### src/rtl/vga_sync_gen.sv
// VGA timing generator: free-running h/v scan counters (stage 0) feeding a
// registered colour/sync/strobe stage (stage 1) that lags x_o/y_o by one cycle.
module vga_sync_gen #(
  parameter int unsigned H_ACTIVE = 640,
  parameter int unsigned H_FP     = 16,
  parameter int unsigned H_SYNC   = 96,
  parameter int unsigned H_BP     = 48,
  parameter int unsigned V_ACTIVE = 480,
  parameter int unsigned V_FP     = 10,
  parameter int unsigned V_SYNC   = 2,
  parameter int unsigned V_BP     = 33,
  parameter logic        HS_POL   = 1'b0,
  parameter logic        VS_POL   = 1'b0,
  parameter int unsigned CW       = 10
) (
  input  logic          clk_i,
  input  logic          rst_i,
  input  logic [5:0]    rgb_i,
  output logic [CW-1:0] x_o,
  output logic [CW-1:0] y_o,
  output logic          de_o,
  output logic [1:0]    r_o,
  output logic [1:0]    g_o,
  output logic [1:0]    b_o,
  output logic          hs_o,
  output logic          vs_o,
  output logic          next_vertical_o,
  output logic          next_frame_o
);

  localparam int unsigned H_TOTAL = H_ACTIVE + H_FP + H_SYNC + H_BP;
  localparam int unsigned V_TOTAL = V_ACTIVE + V_FP + V_SYNC + V_BP;

  localparam logic [CW-1:0] H_LAST     = CW'(H_TOTAL - 1);
  localparam logic [CW-1:0] V_LAST     = CW'(V_TOTAL - 1);
  localparam logic [CW-1:0] H_ACT_END  = CW'(H_ACTIVE);
  localparam logic [CW-1:0] V_ACT_END  = CW'(V_ACTIVE);
  localparam logic [CW-1:0] H_SYNC_BEG = CW'(H_ACTIVE + H_FP);
  localparam logic [CW-1:0] H_SYNC_END = CW'(H_ACTIVE + H_FP + H_SYNC);
  localparam logic [CW-1:0] V_SYNC_BEG = CW'(V_ACTIVE + V_FP);
  localparam logic [CW-1:0] V_SYNC_END = CW'(V_ACTIVE + V_FP + V_SYNC);

  // Stage 0: scan counters
  logic [CW-1:0] h_q, h_d;
  logic [CW-1:0] v_q, v_d;

  // Stage 1: registered outputs, all describing the same pixel
  logic [5:0] rgb_q, rgb_d;
  logic       hs_q, hs_d;
  logic       vs_q, vs_d;
  logic       nv_q, nv_d;
  logic       nf_q, nf_d;

  logic h_wrap, v_wrap;
  logic h_act, v_act;
  logic h_sync, v_sync;

  assign h_wrap = (h_q == H_LAST);
  assign v_wrap = (v_q == V_LAST);
  assign h_act  = (h_q < H_ACT_END);
  assign v_act  = (v_q < V_ACT_END);
  assign h_sync = (h_q >= H_SYNC_BEG) && (h_q < H_SYNC_END);
  assign v_sync = (v_q >= V_SYNC_BEG) && (v_q < V_SYNC_END);

  // The renderer answers rgb_i combinationally for the x_o/y_o it sees;
  // it is only captured while de_o is high, so blanking is always black.
  assign de_o = h_act && v_act && !rst_i;

  always_comb begin
    h_d  = h_wrap ? '0 : h_q + CW'(1);
    v_d  = v_q;
    if (h_wrap) begin
      v_d = v_wrap ? '0 : v_q + CW'(1);
    end
    rgb_d = de_o ? rgb_i : 6'd0;
    hs_d  = h_sync ? HS_POL : ~HS_POL;
    vs_d  = v_sync ? VS_POL : ~VS_POL;
    nv_d  = h_wrap;
    nf_d  = h_wrap && v_wrap;
  end

  always_ff @(posedge clk_i) begin
    if (rst_i) begin
      h_q   <= '0;
      v_q   <= '0;
      rgb_q <= 6'd0;
      hs_q  <= ~HS_POL;
      vs_q  <= ~VS_POL;
      nv_q  <= 1'b0;
      nf_q  <= 1'b0;
    end else begin
      h_q   <= h_d;
      v_q   <= v_d;
      rgb_q <= rgb_d;
      hs_q  <= hs_d;
      vs_q  <= vs_d;
      nv_q  <= nv_d;
      nf_q  <= nf_d;
    end
  end

  assign x_o             = h_q;
  assign y_o             = v_q;
  assign r_o             = rgb_q[5:4];
  assign g_o             = rgb_q[3:2];
  assign b_o             = rgb_q[1:0];
  assign hs_o            = hs_q;
  assign vs_o            = vs_q;
  assign next_vertical_o = nv_q;
  assign next_frame_o    = nf_q;

endmodule
### config.mk
export PLATFORM = sky130hd
export DESIGN_NAME = vga_sync_gen
export DESIGN_NICKNAME = d
export VERILOG_FILES = /design/src/rtl/vga_sync_gen.sv
export SDC_FILE = /design/constraint.sdc
export NUM_CORES = 1
export LEC_CHECK = 0
export BUFFER_PORTS_ARGS = -buffer_cell sky130_fd_sc_hd__buf_2
export CAP_MARGIN = 30
export CORE_ASPECT_RATIO = 0.5
export CORE_MARGIN = 2
export CORE_UTILIZATION = 30
export CTS_BUF_LIST = sky130_fd_sc_hd__clkbuf_8
export DETAILED_ROUTE_END_ITERATION = 12
export HOLD_SLACK_MARGIN = 0.03
export PLACE_DENSITY_LB_ADDON = 0.08
export SLEW_MARGIN = 20
export SYNTH_ARGS = -nofsm -noshare
export SYNTH_HDL_FRONTEND = slang
export SYNTH_SLANG_ARGS = --single-unit
### constraint.sdc
create_clock -name clk_i -period 2.4 [get_ports clk_i]
set_input_delay 0.12 -clock clk_i [delete_from_list [all_inputs] [get_ports clk_i]]
set_output_delay 0.12 -clock clk_i [all_outputs]
set_load 0.02 [all_outputs]
==> results of run 1 <==
## power by group through the flow
stage	clock [W]	combinational (W)	sequential, W
after global routing	0.000461	0.0000577	0.000516
final	0.000417	0.0000530	0.000514
after global placement	0	0.0000508	0.000525
after CTS	0.000430	0.0000539	0.000515
after floorplan	0	0.0000193	0.000537
after detailed placement	0	0.0000510	0.000526
## sequential cells by signal, indices dropped and copies added (netlist names)
register         flops
next_vertical_o      1
y_o                 10
rgb_q                6
x_o                 10
next_frame_o         1
hs_o                 1
vs_o                 1
## Yosys cell counts, types with 3 or more instances
master | number | area (um2)
sky130_fd_sc_hd__nor2_1 | 16 | 60.1
sky130_fd_sc_hd__nand2_1 | 8 | 30.0
sky130_fd_sc_hd__clkbuf_1 | 3 | 11.3
sky130_fd_sc_hd__nand4_1 | 4 | 25.0
sky130_fd_sc_hd__xnor2_1 | 7 | 61.3
sky130_fd_sc_hd__xor2_1 | 6 | 52.6
sky130_fd_sc_hd__and2_1 | 6 | 37.5
sky130_fd_sc_hd__ha_1 | 4 | 50.1
sky130_fd_sc_hd__dfxtp_1 | 30 | 601
sky130_fd_sc_hd__nand3_1 | 8 | 40.0
sky130_fd_sc_hd__nor4_1 | 3 | 18.8
sky130_fd_sc_hd__a21oi_1 | 4 | 20.0
sky130_fd_sc_hd__nor3_1 | 4 | 20.0
sky130_fd_sc_hd__inv_1 | 7 | 26.3
## metrics by stage
step,cells,setup slack (ns),util
2_1_floorplan,139,0.204,-
3_3_place_gp,229,0.347,0.386
3_5_place_dp,229,0.314,0.386
4_1_cts,239,0.282,0.414
5_1_grt,239,0.190,0.414
6_report,239,0.275,0.414
## layout make-up
class                           count  area (um2)  share of cell area
Sequential cell                    30         601               0.362
Clock buffer                        6        82.6              0.0498
Tap cell                           54        67.6              0.0408
Multi-Input combinational cell     98         647               0.390
Inverter                            7        26.3              0.0158
Clock inverter                      2        8.76             0.00528
Timing Repair Buffer               42         225               0.136
## cells by family after synthesis
group / after synthesis
and+or+nand+nor: 70
muxes: 2
adders and majority gates: 4
AOI/OAI and AO/OA: 9
buffers and inverters: 11
DFF: 30
xor gates and xnor gates: 13
## worst max-delay path, cell delays in order, from the launching register on
cell and delay, ns:
sky130_fd_sc_hd__dfxtp_1 0.39, sky130_fd_sc_hd__or3b_4 0.48, sky130_fd_sc_hd__or4_4 0.57, sky130_fd_sc_hd__or4_1 0.48, sky130_fd_sc_hd__a21oi_1 0.15
## metal layers
layer | up-vias | wire length, um
met5 | - | 0
met4 | 0 | 51
met3 | 8 | 209
met2 | 39 | 1270
met1 | 510 | 1510
li1 | 565 | -
## final timing paths
check,endpoint,cells past startpoint,from
hold reg to reg,x_o[0]$_SDFF_PP0_,1,x_o[0]$_SDFF_PP0_
setup reg to reg,y_o[8]$_SDFFE_PP0P_,4,x_o[5]$_SDFF_PP0_
setup / recovery,y_o[8]$_SDFFE_PP0P_,4,x_o[5]$_SDFF_PP0_
hold / removal,rgb_q[5]$_SDFF_PP0_,2,rgb_i[5]
==> results.yml, run 1 <==
synth:
  synth_warnings: 0
  syn_avg_cell_area_um2: 9.28
  synth_xor_area_frac: 0.0883
  synth-seq-area-share: 0.466
  synth_seq_cells: 30
  synth_nets: 151
  synth_top_family_by_area: "simple AND/OR/NAND/NOR gates"
  yosys_most_used_dff: "sky130_fd_sc_hd__dfxtp_1"
  synthSimpleGateAreaFrac: 0.317
  synth_compound_area_frac: 0.0417
  synthesis.instances: 139
  synth_edf_count: 0
  synth_fa_ha_area_frac: 0.0388
  asyncSetResetFlopFracSynth: 0
  post_synth_num_cell_types: 34
  synthMuxAreaShare: 0.0155
  synth_area_mm2: 0.00129
grt:
  grt.busiest_layer: "met2"
  grt_max_degree: 14
  globalRouteTotalUtil: 0.132
  overflow: 0
  global_route_wire_length_before_repair_mm: 4.85
  grt_antenna_before_repair: 0
  grtUsageMet3: 0.0557
  grt.met1_usage: 0.167
  vias_in_the_first_global_route: 974
  met2_usage: 0.194
power:
  p_leak_nw: 0.698
  power_density_mw_per_mm2: 594
  vdd_ir_drop_max_mv: 0.256
  cell_internal_pwr_w: 0.000755
  clock_power_share: 0.424
  totalPowerFinal_w: 0.000985
  seq_power_share: 0.523
  p_sw_frac: 0.233
  power.combinational.fraction: 0.054
  netSwitchingPower_w: 0.000229
clock_tree:
  cts_tree: "yes"
  clkLatencyLatePin_ns: 0.29
  post_cts.resized_instances: 0
  postCtsSetupBuffers: 0
  clk_pin_slew_ns: 0.06
  cts_inserted_buffers: 5
  ctsRootBufferMaster: "sky130_fd_sc_hd__clkbuf_8"
  htreeDepth: 2
  numClockSinks: 30
  cts_hold_bufs: 2
  clock_tree.buffer_depth: 2
sta:
  unrepaired_setup_endpoints_after_global_routing: "no"
  fmax_mhz: 471
  fin_crit_ns: 2.12
  worst_slew_pin_slew_ns: 0.476
  final-max-slew-violation-count: 0
  hold-worst-slack_ns: 0.0346
  fin_setup_tns_ns: 0
  max-slew-margin-rel: 0.682
  timing.clock.skew_ns: 0.00258
  final_worst_path_period_share: 0.885
  final-setup-viol-count: 0
  finalHoldViolCount: 0
die:
  ios: 39
  floorplan.rows: 16
  die-area_mm2: 0.00487
  initial_core_util: 0.322
  die_w_um: 96.7
  floorplan.die.height_um: 50.4
  core-area_mm2: 0.00400
worst_setup_path:
  worst_ep_arrival_time_ns: 2.35
  critPathRequiredTime_ns: 2.62
  start_kind: "flop"
  critPathKind: "flop to flop"
  regToRegSetupSlack_ns: 0.28
  timing.critical_path.to_type: "flop"
  crit_fanout: 8
route:
  drt-initial-drc-count: 26
  via_count: 1122
  drt-pass1-iter-count: 4
  detail_route.wirelength_mm: 3.04
  number_of_design_rule_violations_left_after_detail_routing: 0
  avgViaCountPerCell: 4.69
  average_wire_per_cell_in_the_routed_design_um: 12.7
  drt.antenna.violating_nets: 0
placed_design:
  io_buffers: 38
  detailed_place.area_mm2: 0.00155
  detailedPlacementHpwl_mm: 2.15
  globalplace.congestion: 0.861
min_path:
  holdCritPathClass: "input port to flop"
final_layout:
  final_layout_size_suffix_gt1_frac: 0.286
  leading_cell_type_in_the_layout_fill_and_taps_excluded: "sky130_fd_sc_hd__buf_2"
  final.fill_count: 429
  final_area_mm2: 0.00166
  number_of_nets_in_the_layout: 196
  diodes: 0
  areaGrowthSynthToFinish_pct: 28.5
  most_frequent_cells_in_the_layout: "38 x sky130_fd_sc_hd__buf_2, 30 x sky130_fd_sc_hd__dfxtp_1, 16 x sky130_fd_sc_hd__nor2_1"
flow_run:
  max_cap_viol_count: 0
status:
  run_status: "finished, final reports clean"
No activity file was read; power rests on OpenSTA's default activity.
==> run 2: changes to the inputs <==
CORE_ASPECT_RATIO = unset   (was 0.5)
CORE_MARGIN = 5   (was 2)
CORE_UTILIZATION = 52   (was 30)
==> run 2 against run 1 <==
Net effect:
- worst setup slack better by 0.033 ns
- largest power group unchanged
- clock skew is 0.0015 ns lower
- maximum frequency grew 1.6%
==> results.yml, run 2 (synthesis results as in run 1) <==
status:
  run_status: "finished, final reports clean"
grt:
  globalRouteTotalUtil: 0.175
  vias_in_the_first_global_route: 1003
  overflow: 0
  grt_max_degree: 14
  global_route_wire_length_before_repair_mm: 4.62
  grt_antenna_before_repair: 0
sta:
  final-max-slew-violation-count: 0
  fmax_mhz: 478
  fin_crit_ns: 2.09
  timing.clock.skew_ns: 0.00103
  final-setup-viol-count: 0
  unrepaired_setup_endpoints_after_global_routing: "no"
  finalHoldViolCount: 0
  worst_slew_pin_slew_ns: 0.434
  max-slew-margin-rel: 0.710
  fin_setup_tns_ns: 0
  final_worst_path_period_share: 0.872
power:
  p_leak_nw: 0.678
  vdd_ir_drop_max_mv: 0.463
  power_density_mw_per_mm2: 582
  totalPowerFinal_w: 0.000922
die:
  core-area_mm2: 0.00243
  die-area_mm2: 0.00358
  initial_core_util: 0.530
  die_w_um: 59.8
  floorplan.rows: 18
  floorplan.die.height_um: 59.8
  ios: 39
final_layout:
  number_of_nets_in_the_layout: 193
  leading_cell_type_in_the_layout_fill_and_taps_excluded: "sky130_fd_sc_hd__buf_2"
  most_frequent_cells_in_the_layout: "38 x sky130_fd_sc_hd__buf_2, 30 x sky130_fd_sc_hd__dfxtp_1, 16 x sky130_fd_sc_hd__nor2_1"
  areaGrowthSynthToFinish_pct: 22.9
  final_layout_size_suffix_gt1_frac: 0.276
  diodes: 0
worst_setup_path:
  critical_path.slowest_cell: "sky130_fd_sc_hd__or4_4"
  start_kind: "flop"
  critPathKind: "flop to flop"
  critPathRequiredTime_ns: 2.61
  timing.critical_path.to_type: "flop"
  critPathMaxStageDelay_ns: 0.56
  worstPathCellList: "or3b_4 > or4_4 > or4_1 > a21oi_1"
  crit_fanout: 8
  worst_ep_arrival_time_ns: 2.30
route:
  avgViaCountPerCell: 5.38
  drt.antenna.violating_nets: 0
  number_of_design_rule_violations_left_after_detail_routing: 0
  via_count: 1136
  drt-pass1-iter-count: 4
  drt-initial-drc-count: 35
  average_wire_per_cell_in_the_routed_design_um: 13.4
  detail_route.wirelength_mm: 2.82
placed_design:
  detailedPlacementHpwl_mm: 2.05
  globalplace.congestion: 0.841
  io_buffers: 38
clock_tree:
  postCtsSetupBuffers: 0
  numClockSinks: 30
  ctsRootBufferMaster: "sky130_fd_sc_hd__clkbuf_8"
  clk_pin_slew_ns: 0.06
  htreeDepth: 2
  cts_tree: "yes"
  clkLatencyLatePin_ns: 0.27
  clock_tree.buffer_depth: 2
  cts_inserted_buffers: 5
  post_cts.resized_instances: 0
  cts_hold_bufs: 0
flow_run:
  max_cap_viol_count: 0
min_path:
  holdCritPathClass: "input port to flop"
## run 2: changes by cell type in the layout (fill, tap and decap cells not counted)
cell,change
sky130_fd_sc_hd__clkinv_2,-1
sky130_fd_sc_hd__clkbuf_8,-1
sky130_fd_sc_hd__inv_1,+1
sky130_fd_sc_hd__dlygate4sd3_1,-2
sky130_fd_sc_hd__buf_4,-1
## run 2: critical path: cells and delay by family (launching register included)
family          cells  cell delay (ns)
compound gates      1             0.14
flops               1             0.38
simple gates        3             1.51
## run 2: metal layers
metal / global-route usage / vias up / part of all wire / wire length, um
met5: 0 / - / 0 / 0
met4: 0.117 / 0 / 0.021 / 58
met3: 0.0540 / 8 / 0.069 / 194
met2: 0.261 / 32 / 0.47 / 1310
met1: 0.215 / 533 / 0.44 / 1250
li1: - / 563 / - / -
## run 2: cell type report
| class | instances | area [um2] |
|---|---|---|
| multi-input cells | 98 | 647 |
| repair buffers | 39 | 198 |
| fillers | 204 | 847 |
| flip-flops and latches | 30 | 601 |
| well taps | 30 | 37.5 |
| inverters | 7 | 26.3 |
| clock buffers | 5 | 68.8 |
| clock inverters | 2 | 7.51 |
## run 2: power breakdown
| part | internal, W | leakage [nW] | total, W | switching, W |
|---|---|---|---|---|
| logic | 0.0000189 | 0.388 | 0.0000498 | 0.0000309 |
| registers | 0.000508 | 0.244 | 0.000514 | 0.00000643 |
| clock network | 0.000190 | 0.0466 | 0.000358 | 0.000168 |
## run 2: per-stage QoR
| step | cell area [um2] | hold slack [ns] | worst slack, ns | instances | util |
|---|---|---|---|---|---|
| 6_report | 1590 | 0.0404 | 0.308 | 211 | 0.652 |
| 5_1_grt | 1590 | 0.0464 | 0.229 | 211 | 0.652 |
| 4_1_cts | 1590 | 0.0343 | 0.308 | 211 | 0.652 |
| 3_5_place_dp | 1510 | 0.323 | 0.341 | 204 | 0.620 |
| 3_3_place_gp | 1510 | 0.320 | 0.359 | 204 | 0.620 |
| 2_1_floorplan | 1290 | 0.242 | 0.204 | 139 | - |
## run 2: worst paths after layout
check	slack, ns	cells past startpoint	endpoint	from
worst min register to register	0.48	1	x_o[0]$_SDFF_PP0_	x_o[0]$_SDFF_PP0_
worst min-delay path	0.04	2	rgb_q[4]$_SDFF_PP0_	rgb_i[4]
worst max-delay path	0.31	4	y_o[8]$_SDFFE_PP0P_	x_o[5]$_SDFF_PP0_
worst max register to register	0.31	4	y_o[8]$_SDFFE_PP0P_	x_o[5]$_SDFF_PP0_
